[src/rtl/cam_pattern_gen.sv]
// Camera-sensor emulator: drives a parallel pixel bus with deterministic test frames from a divided clk.
// Build option: define CAM_PATTERN_GEN_LFSR_EN to make mode 3 an 8-bit LFSR instead of column index.
module cam_pattern_gen #(
    parameter int COLS   = 16,
    parameter int ROWS   = 12,
    parameter int DIV    = 2,
    parameter int FPORCH = 2,
    parameter int HBLANK = 4,
    parameter int VBLANK = 8
) (
    input  logic        clk,
    input  logic        rst,
    input  logic        enable,
    input  logic [1:0]  mode,
    input  logic [7:0]  solid_val,
    output logic        pixel_clk,
    output logic [7:0]  pixel_dat,
    output logic        frame_vld,
    output logic        line_vld,
    output logic        frame_done,
    output logic [15:0] frame_cnt
);

    localparam int DIV_W = (DIV > 1) ? $clog2(DIV) : 1;
    localparam logic [DIV_W-1:0] DIV_LAST = DIV_W'(DIV - 1);

    localparam logic [2:0] S_IDLE   = 3'd0;
    localparam logic [2:0] S_FPORCH = 3'd1;
    localparam logic [2:0] S_ACTIVE = 3'd2;
    localparam logic [2:0] S_HBLANK = 3'd3;
    localparam logic [2:0] S_VBLANK = 3'd4;

    logic [DIV_W-1:0] div_q, div_d;
    logic             pclk_q, pclk_d;
    logic             div_wrap;
    logic             pix_tick;

    logic [2:0]  state_q, state_d;
    logic [15:0] cnt_q, cnt_d;
    logic [15:0] row_q, row_d;
    logic [15:0] col_q, col_d;
    logic        fp_entry;
    logic        frame_end;
    logic        active_d;
    logic        fvld_d;

    logic [1:0]  mode_q;
    logic [7:0]  solid_q;
    logic [7:0]  pix_idx_q;
    logic [7:0]  pat;

    logic [7:0]  pixel_dat_q;
    logic        frame_vld_q;
    logic        line_vld_q;
    logic        frame_done_q;
    logic [15:0] frame_cnt_q;

    // Divider free-runs from reset; a pixel tick is the clk edge where pixel_clk falls.
    always_comb begin
        div_wrap = (div_q == DIV_LAST);
        div_d    = div_wrap ? '0 : div_q + 1'b1;
        pclk_d   = div_wrap ? ~pclk_q : pclk_q;
    end

    assign pix_tick = div_wrap & pclk_q;

    // NOTE: every variable gets a default first so no path through the case can infer a latch.
    always_comb begin
        state_d = state_q;
        cnt_d   = cnt_q;
        row_d   = row_q;
        col_d   = col_q;
        case (state_q)
            S_IDLE: begin
                if (enable) begin
                    state_d = S_FPORCH;
                    cnt_d   = '0;
                end
            end
            S_FPORCH: begin
                if (cnt_q == 16'(FPORCH - 1)) begin
                    state_d = S_ACTIVE;
                    cnt_d   = '0;
                    row_d   = '0;
                    col_d   = '0;
                end else begin
                    cnt_d = cnt_q + 16'd1;
                end
            end
            S_ACTIVE: begin
                if (col_q == 16'(COLS - 1)) begin
                    state_d = (row_q == 16'(ROWS - 1)) ? S_VBLANK : S_HBLANK;
                    cnt_d   = '0;
                end else begin
                    col_d = col_q + 16'd1;
                end
            end
            S_HBLANK: begin
                if (cnt_q == 16'(HBLANK - 1)) begin
                    state_d = S_ACTIVE;
                    cnt_d   = '0;
                    row_d   = row_q + 16'd1;
                    col_d   = '0;
                end else begin
                    cnt_d = cnt_q + 16'd1;
                end
            end
            S_VBLANK: begin
                if (cnt_q == 16'(VBLANK - 1)) begin
                    state_d = enable ? S_FPORCH : S_IDLE;
                    cnt_d   = '0;
                end else begin
                    cnt_d = cnt_q + 16'd1;
                end
            end
            default: state_d = S_IDLE;
        endcase
    end

    always_comb begin
        fp_entry  = (state_d == S_FPORCH) && (state_q != S_FPORCH);
        frame_end = (state_q == S_ACTIVE) && (state_d == S_VBLANK);
        active_d  = (state_d == S_ACTIVE);
        fvld_d    = (state_d == S_FPORCH) || (state_d == S_ACTIVE) || (state_d == S_HBLANK);
    end

`ifdef CAM_PATTERN_GEN_LFSR_EN
    logic [7:0] lfsr_q;

    // Fibonacci x^8+x^6+x^5+x^4+1: the current value is shown, then it steps for the next pixel.
    always_ff @(posedge clk or posedge rst) begin
        if (rst) begin
            lfsr_q <= 8'hFF;
        end else if (pix_tick) begin
            if (fp_entry) begin
                lfsr_q <= 8'hFF;
            end else if (active_d) begin
                lfsr_q <= {lfsr_q[6:0], lfsr_q[7] ^ lfsr_q[5] ^ lfsr_q[4] ^ lfsr_q[3]};
            end
        end
    end
`endif

    // Pattern is evaluated for the pixel about to be presented, i.e. at (row_d, col_d).
    always_comb begin
        pat = 8'h00;
        case (mode_q)
            2'd0: pat = pix_idx_q;
            2'd1: pat = solid_q;
            2'd2: pat = (row_d[0] ^ col_d[0]) ? 8'hFF : 8'h00;
            2'd3: begin
`ifdef CAM_PATTERN_GEN_LFSR_EN
                pat = lfsr_q;
`else
                pat = col_d[7:0];
`endif
            end
            default: pat = 8'h00;
        endcase
    end

    // NOTE: sequential state uses non-blocking assignments; the later frame_done_q write wins.
    always_ff @(posedge clk or posedge rst) begin
        if (rst) begin
            div_q        <= '0;
            pclk_q       <= 1'b0;
            state_q      <= S_IDLE;
            cnt_q        <= '0;
            row_q        <= '0;
            col_q        <= '0;
            mode_q       <= '0;
            solid_q      <= '0;
            pix_idx_q    <= '0;
            pixel_dat_q  <= '0;
            frame_vld_q  <= 1'b0;
            line_vld_q   <= 1'b0;
            frame_done_q <= 1'b0;
            frame_cnt_q  <= '0;
        end else begin
            div_q        <= div_d;
            pclk_q       <= pclk_d;
            frame_done_q <= 1'b0;
            if (pix_tick) begin
                state_q     <= state_d;
                cnt_q       <= cnt_d;
                row_q       <= row_d;
                col_q       <= col_d;
                frame_vld_q <= fvld_d;
                line_vld_q  <= active_d;
                pixel_dat_q <= active_d ? pat : 8'h00;
                if (frame_end) begin
                    frame_done_q <= 1'b1;
                    frame_cnt_q  <= frame_cnt_q + 16'd1;
                end
                if (fp_entry) begin
                    mode_q    <= mode;
                    solid_q   <= solid_val;
                    pix_idx_q <= '0;
                end else if (active_d) begin
                    pix_idx_q <= pix_idx_q + 8'd1;
                end
            end
        end
    end

    assign pixel_clk  = pclk_q;
    assign pixel_dat  = pixel_dat_q;
    assign frame_vld  = frame_vld_q;
    assign line_vld   = line_vld_q;
    assign frame_done = frame_done_q;
    assign frame_cnt  = frame_cnt_q;

endmodule
[config.mk]
export PLATFORM = sky130hd
export DESIGN_NAME = cam_pattern_gen
export DESIGN_NICKNAME = d
export VERILOG_FILES = /design/src/rtl/cam_pattern_gen.sv
export SDC_FILE = /design/constraint.sdc
export NUM_CORES = 1
export LEC_CHECK = 0
export BUFFER_PORTS_ARGS = -buffer_cell sky130_fd_sc_hd__buf_4
export CAP_MARGIN = 40
export CORE_MARGIN = 2
export CORE_UTILIZATION = 45
export DETAILED_ROUTE_END_ITERATION = 8
export HOLD_SLACK_MARGIN = 0.08
export RECOVER_POWER = 50
export SYNTH_ARGS = -nofsm -noshare
export SYNTH_HDL_FRONTEND = slang
export SYNTH_SLANG_ARGS = --single-unit
[constraint.sdc]
create_clock -name clk -period 3.86 [get_ports clk]
set_clock_uncertainty 0.1 [all_clocks]
set_input_delay 0.579 -clock clk [delete_from_list [all_inputs] [get_ports clk]]
set_output_delay 0.579 -clock clk [all_outputs]
set_load 0.005 [all_outputs]
# ---- Word level (Yosys, flattened, before mapping)
# Index checks and enable logic that the tools add are counted.
dict set report word_totals {
  regBits 98
}
dict set report classes {
  n_addsub 6
  bitwise_logic 3
  n_mux 29
  n_eq_ne 22
  n_reduce_logical 16
}
# operator count
set ops {}
lappend ops {{$mux W16} 10}
lappend ops {{$pmux W16 S5} 1}
lappend ops {{$add A16 B1 Y16 const B} 4}
lappend ops {{$pmux W16 S3} 1}
lappend ops {{$eq A16 B4 Y1 const B} 2}
lappend ops {{$mux W8} 4}
lappend ops {{$pmux W16 S2} 1}
lappend ops {{$pmux W8 S4} 1}
lappend ops {{$mux W3} 6}
lappend ops {{$eq A16 B1 Y1 const B} 1}
lappend ops {{$eq A16 B2 Y1 const B} 1}
lappend ops {{$eq A16 B3 Y1 const B} 1}
lappend ops {{$pmux W3 S5} 1}
lappend ops {{$eq A3 B2 Y1 const B} 4}
lappend ops {{$ne A2 B2 Y1 const B} 5}
lappend ops {{$add A8 B1 Y8 const B} 1}
lappend ops {{$reduce_and A4 Y1} 2}
lappend ops {{$eq A3 B1 Y1 const B} 2}
lappend ops {{$eq A3 B3 Y1 const B} 2}
lappend ops {{$reduce_and A2 Y1} 3}
lappend ops {{$reduce_and A5 Y1} 1}
lappend ops {{$reduce_bool A5 Y1} 1}
lappend ops {{$eq A2 B2 Y1 const B} 2}
lappend ops {{$mux W1} 4}
lappend ops {{other kinds (12)} 15}

# ---- Depth between registers and ports, before layout
dict set report depth {
  word_depth 8
  depth_mapped 12
}

# ---- Least setup slack after synthesis
# Ideal clock, no wire load.
dict set report synth_timing {
  path_kind {register to register}
  start {register col_q[8]}
  end {register mode_q[1]}
  stages_incl_launch_ff 10
  n_path_buf 3
  path_slack_ns 0.936
  period_less_slack_ns 2.924
  arrival_time_ns 2.699
  setup_time_ns 0.125
  cell_sequence {dfrtp_1 > buf_6 > or4_4 > or4_4 > or3_1 > nand3_2 > buf_6 > nand4_4 > buf_6 > mux2_4}
}
dict set report synth_between {
  elab_chain_cells 6
}
# element line_no
set synth_rtl {}
lappend synth_rtl {{start, declared} 41} ;# logic [15:0] col_q, col_d;
lappend synth_rtl {{start signal, assigned} 187} ;# col_q <= col_d;
lappend synth_rtl {{$eq A16 B4 Y1} 91} ;# if (col_q == 16'(COLS - 1)) begin
lappend synth_rtl {{$mux W3} 91}
lappend synth_rtl {{$pmux W3 S5} 73} ;# case (state_q)
lappend synth_rtl {{$eq A3 B1 Y1} 121} ;# fp_entry = (state_d == S_FPORCH) && (state_q != S_FPORCH);
lappend synth_rtl {{$logic_and A1 B1 Y1} 121}
lappend synth_rtl {{$reduce_and A2 Y1 (no source line)} n/a}
lappend synth_rtl {{end signal, assigned} 196} ;# mode_q <= mode;
lappend synth_rtl {{end, declared} 47} ;# logic [1:0] mode_q;
# No other way between the ends.
# A chain may end at the register's enable or synchronous reset.

# ---- Worst setup path in the final report
dict set report layout_timing {
  start {register cnt_q[15]}
  end {register row_q[10]}
}
dict set report layout_between {
  elab_chain_cells 3
  word_cells_on_any_way 5
  cone_classes {eq/ne: 4; reduce/logical: 1}
}
# element line_no
set layout_rtl {}
lappend layout_rtl {{start, declared} 39} ;# logic [15:0] cnt_q, cnt_d;
lappend layout_rtl {{start signal, assigned} 185} ;# cnt_q <= cnt_d;
lappend layout_rtl {{$eq A16 B2 Y1 or $eq A16 B1 Y1 (tied branches)} {99, 81}}
lappend layout_rtl {{$ne A2 B2 Y1 (no source line)} n/a}
lappend layout_rtl {{$reduce_and A4 Y1 (no source line) (*)} n/a}
lappend layout_rtl {{end signal, assigned} 186} ;# row_q <= row_d;
lappend layout_rtl {{end, declared} 40} ;# logic [15:0] row_q, row_d;
# Every way passes the cells marked *; elsewhere a longest branch is shown, timed or not.

==> impl_metrics.env <==
export IMPL_vias_per_cell=6.03
export IMPL_setup_viol=0
export IMPL_cts_resized=0
export IMPL_grt_pass1_wl_um=22600
export IMPL_cts_tree="yes"
export IMPL_max_freq_mhz=289
export IMPL_ys_seq_elements=98
export IMPL_yosysUniqueCellTypes=65
export IMPL_crit_path_max_fanout=16
export IMPL_run_status="finished, final reports clean"
export IMPL_final_cell_mix="dfrtp_1, nand2_1, o21ai_0"
export IMPL_numCtsBuffers=9
export IMPL_antenna_found_initial=0
export IMPL_ys_async_sr_fraction_pct=100
export IMPL_crit_path_end_kind="flip-flop"
export IMPL_timing_final_crit_share_pct=89.7
export IMPL_nets=652
export IMPL_ios=41
export IMPL_final_hold_violation_count=0
export IMPL_syn_avg_cell_area_um2=9.21
export IMPL_routed_wl_um=13300
export IMPL_cp_start_kind="flip-flop"
export IMPL_ctsHoldBuffers=0
export IMPL_grtUsageMet2_pct=33.4
export IMPL_synth_edf_count=0
export IMPL_start_util_pct=46.0
export IMPL_fp_dieW_um=115
export IMPL_gr_usage_met3_pct=3.28
export IMPL_chipHeight_um=115
export IMPL_place_ws_ns=0.472
export IMPL_pwr_share_seq_pct=53.9
export IMPL_diodes=0
export IMPL_cts_setup_buffers=0
export IMPL_hold_class="primary input to flip-flop"
export IMPL_syn_nets=617
export IMPL_drive_above_1_share_pct=14.4
export IMPL_ys_seq_area_share_pct=44.5
export IMPL_fin_crit_ns=3.46
export IMPL_fin_ws_ns=0.397
export IMPL_syn2layout_area_growth_pct=12.8
export IMPL_utilization_pct=51.9
export IMPL_grt_busiest_layer="met2"
export IMPL_clk_latency_ns=0.35
export IMPL_p_sw_share_pct=21.2
export IMPL_drc=0
export IMPL_hpwl_um=9380
export IMPL_vias=4726
export IMPL_relSlewSlack_pct=6.07
export IMPL_wl_per_cell_um=17.0
export IMPL_required_ns=4.04
export IMPL_grt_usage_pct=21.7
export IMPL_core_region_area_um2=12000
export IMPL_tns_ns=0
export IMPL_ff2ff_setup_slack_ns=0.40
export IMPL_die_area_um2=13100
export IMPL_p_leak_nw=2.68
export IMPL_grt_overflow=0
export IMPL_p_comb_share_pct=1.6
export IMPL_p_switching_mw=0.405
export IMPL_clk_pin_slew_ns=0.06
export IMPL_ys_warn_count=0
export IMPL_rows=40
export IMPL_slew_viol_final=0
export IMPL_p_per_area_nw_per_um2=307
export IMPL_h_tree_depth=3
export IMPL_rsz0062_at_grt="false"
export IMPL_drtIter0Drc=375
export IMPL_dp_cells=769
export IMPL_netlist_area_um2=5510
export IMPL_fin_cells=784
export IMPL_internal_power_mw=1.50
export IMPL_worst_pin_slew_ns=1.41
export IMPL_worstSetupPathType="flip-flop to flip-flop"
export IMPL_synth_top_flop_cell="dfrtp_1"
export IMPL_firstDrtPassIters=5
export IMPL_irDropWorstVdd_mv=0.199
export IMPL_layout_commonest_cell="dfrtp_1"
export IMPL_use_met1_pct=31.3
export IMPL_clock_sinks=98
export IMPL_hold_ws_ns=0.351
export IMPL_grt_max_degree=58
export IMPL_gp_congestion=0.875
export IMPL_clock_power_share_pct=44.5
export IMPL_ant_nets=0
export IMPL_postSynthCellCount=598
export IMPL_first_global_vias=4438
export IMPL_root_buffer="clkbuf_16"
export IMPL_numPortBuffers=40
export IMPL_clockBufferDepth=2
export IMPL_drv_cap=0
export IMPL_crit_arrival_ns=3.64
-- stage by stage --
step	power, mW	area (um^2)
after floorplan	1.06	5510
final	1.91	6210
after CTS	1.93	6240
after global placement	1.08	5940
after detailed placement	1.08	5970
after global routing	1.97	6210
-- critical path: stages (launching register included) --
cell	delay (ns)
dfrtp_1	0.40
nor4_1	0.54
nand4_1	0.41
o21bai_2	0.29
nand3_2	0.26
or4_4	0.71
or4_1	0.53
a21oi_1	0.15
-- Yosys cell counts, drive strengths merged (6+ instances only) --
| cell | instances | area (um^2) |
|---|---|---|
| a31oi | 12 | 75.1 |
| nand3 | 37 | 190 |
| or3 | 16 | 100 |
| dfrtp | 98 | 2450 |
| clkbuf | 22 | 82.6 |
| ha | 6 | 75.1 |
| mux2 | 12 | 169 |
| nor3 | 21 | 110 |
| nor4 | 12 | 96.3 |
| xnor2 | 14 | 123 |
| nand2b | 6 | 37.5 |
| a21oi | 24 | 120 |
| o21ai | 54 | 270 |
| and3 | 14 | 87.6 |
| xor2 | 12 | 105 |
| nor2 | 46 | 173 |
| nand4 | 17 | 121 |
| or4 | 6 | 56.3 |
| nand2 | 56 | 210 |
| buf | 8 | 67.6 |
| inv | 17 | 63.8 |
| o31ai | 13 | 97.6 |
-- metal layers --
| layer | wire [um] | vias to the layer above | share of wire, % |
|---|---|---|---|
| li1 | - | 2297 | - |
| met1 | 6450 | 2301 | 48 |
| met2 | 6130 | 116 | 46 |
| met3 | 540 | 12 | 4.1 |
| met4 | 199 | 0 | 1.5 |
| met5 | 0 | - | 0 |
-- cell type report --
| type | count | area (um^2) |
|---|---|---|
| clock buffer | 12 | 256 |
| clock inverter | 3 | 15.0 |
| fill | 1112 | 5750 |
| inverter | 19 | 72.6 |
| multi-input combinational | 451 | 2830 |
| sequential | 98 | 2450 |
| tap | 147 | 184 |
| timing repair buffer | 54 | 399 |
-- power groups by stage --
stage	combinational, mW	clock, mW	sequential (mW)
after floorplan	0.0156	0	1.05
after global placement	0.0329	0	1.05
after detailed placement	0.0371	0	1.05
after CTS	0.0371	0.868	1.03
after global routing	0.0365	0.905	1.03
final	0.0305	0.848	1.03
-- sequential cells by signal, indices dropped and copies added, names as in the netlist, 2 cells and up --
signal,count
cnt_q,16
col_q,16
frame_cnt,16
mode_q,2
pix_idx_q,8
pixel_dat,8
row_q,16
solid_q,8
state_q,3
-- kinds of logic after synthesis --
group                    count (synthesis)  synth area share (%)
AND/OR/NAND/NOR                        250                  24.1
AO/OA/AOI/OAI                          154                  18.2
flip-flops                              98                  44.5
buffers and inverters                   49                  4.02
XOR/XNOR                                26                  4.13
multiplexers                            15                  3.61
adder cells (fa/ha/maj)                  6                  1.36
-- final timing paths --
| kind | start | endpoint | cells past startpoint |
|---|---|---|---|
| min | solid_val[6] | solid_q[6] | 2 |
| max reg2reg | cnt_q[15] | row_q[10] | 7 |
| min reg2reg | frame_cnt[15] | frame_cnt[15] | 1 |
| max in group asynchronous | rst | solid_q[4] | 4 |
| min in group asynchronous | rst | pixel_clk | 2 |
| max | cnt_q[15] | row_q[10] | 7 |
Note: power is estimated with default switching activity, not from simulation.
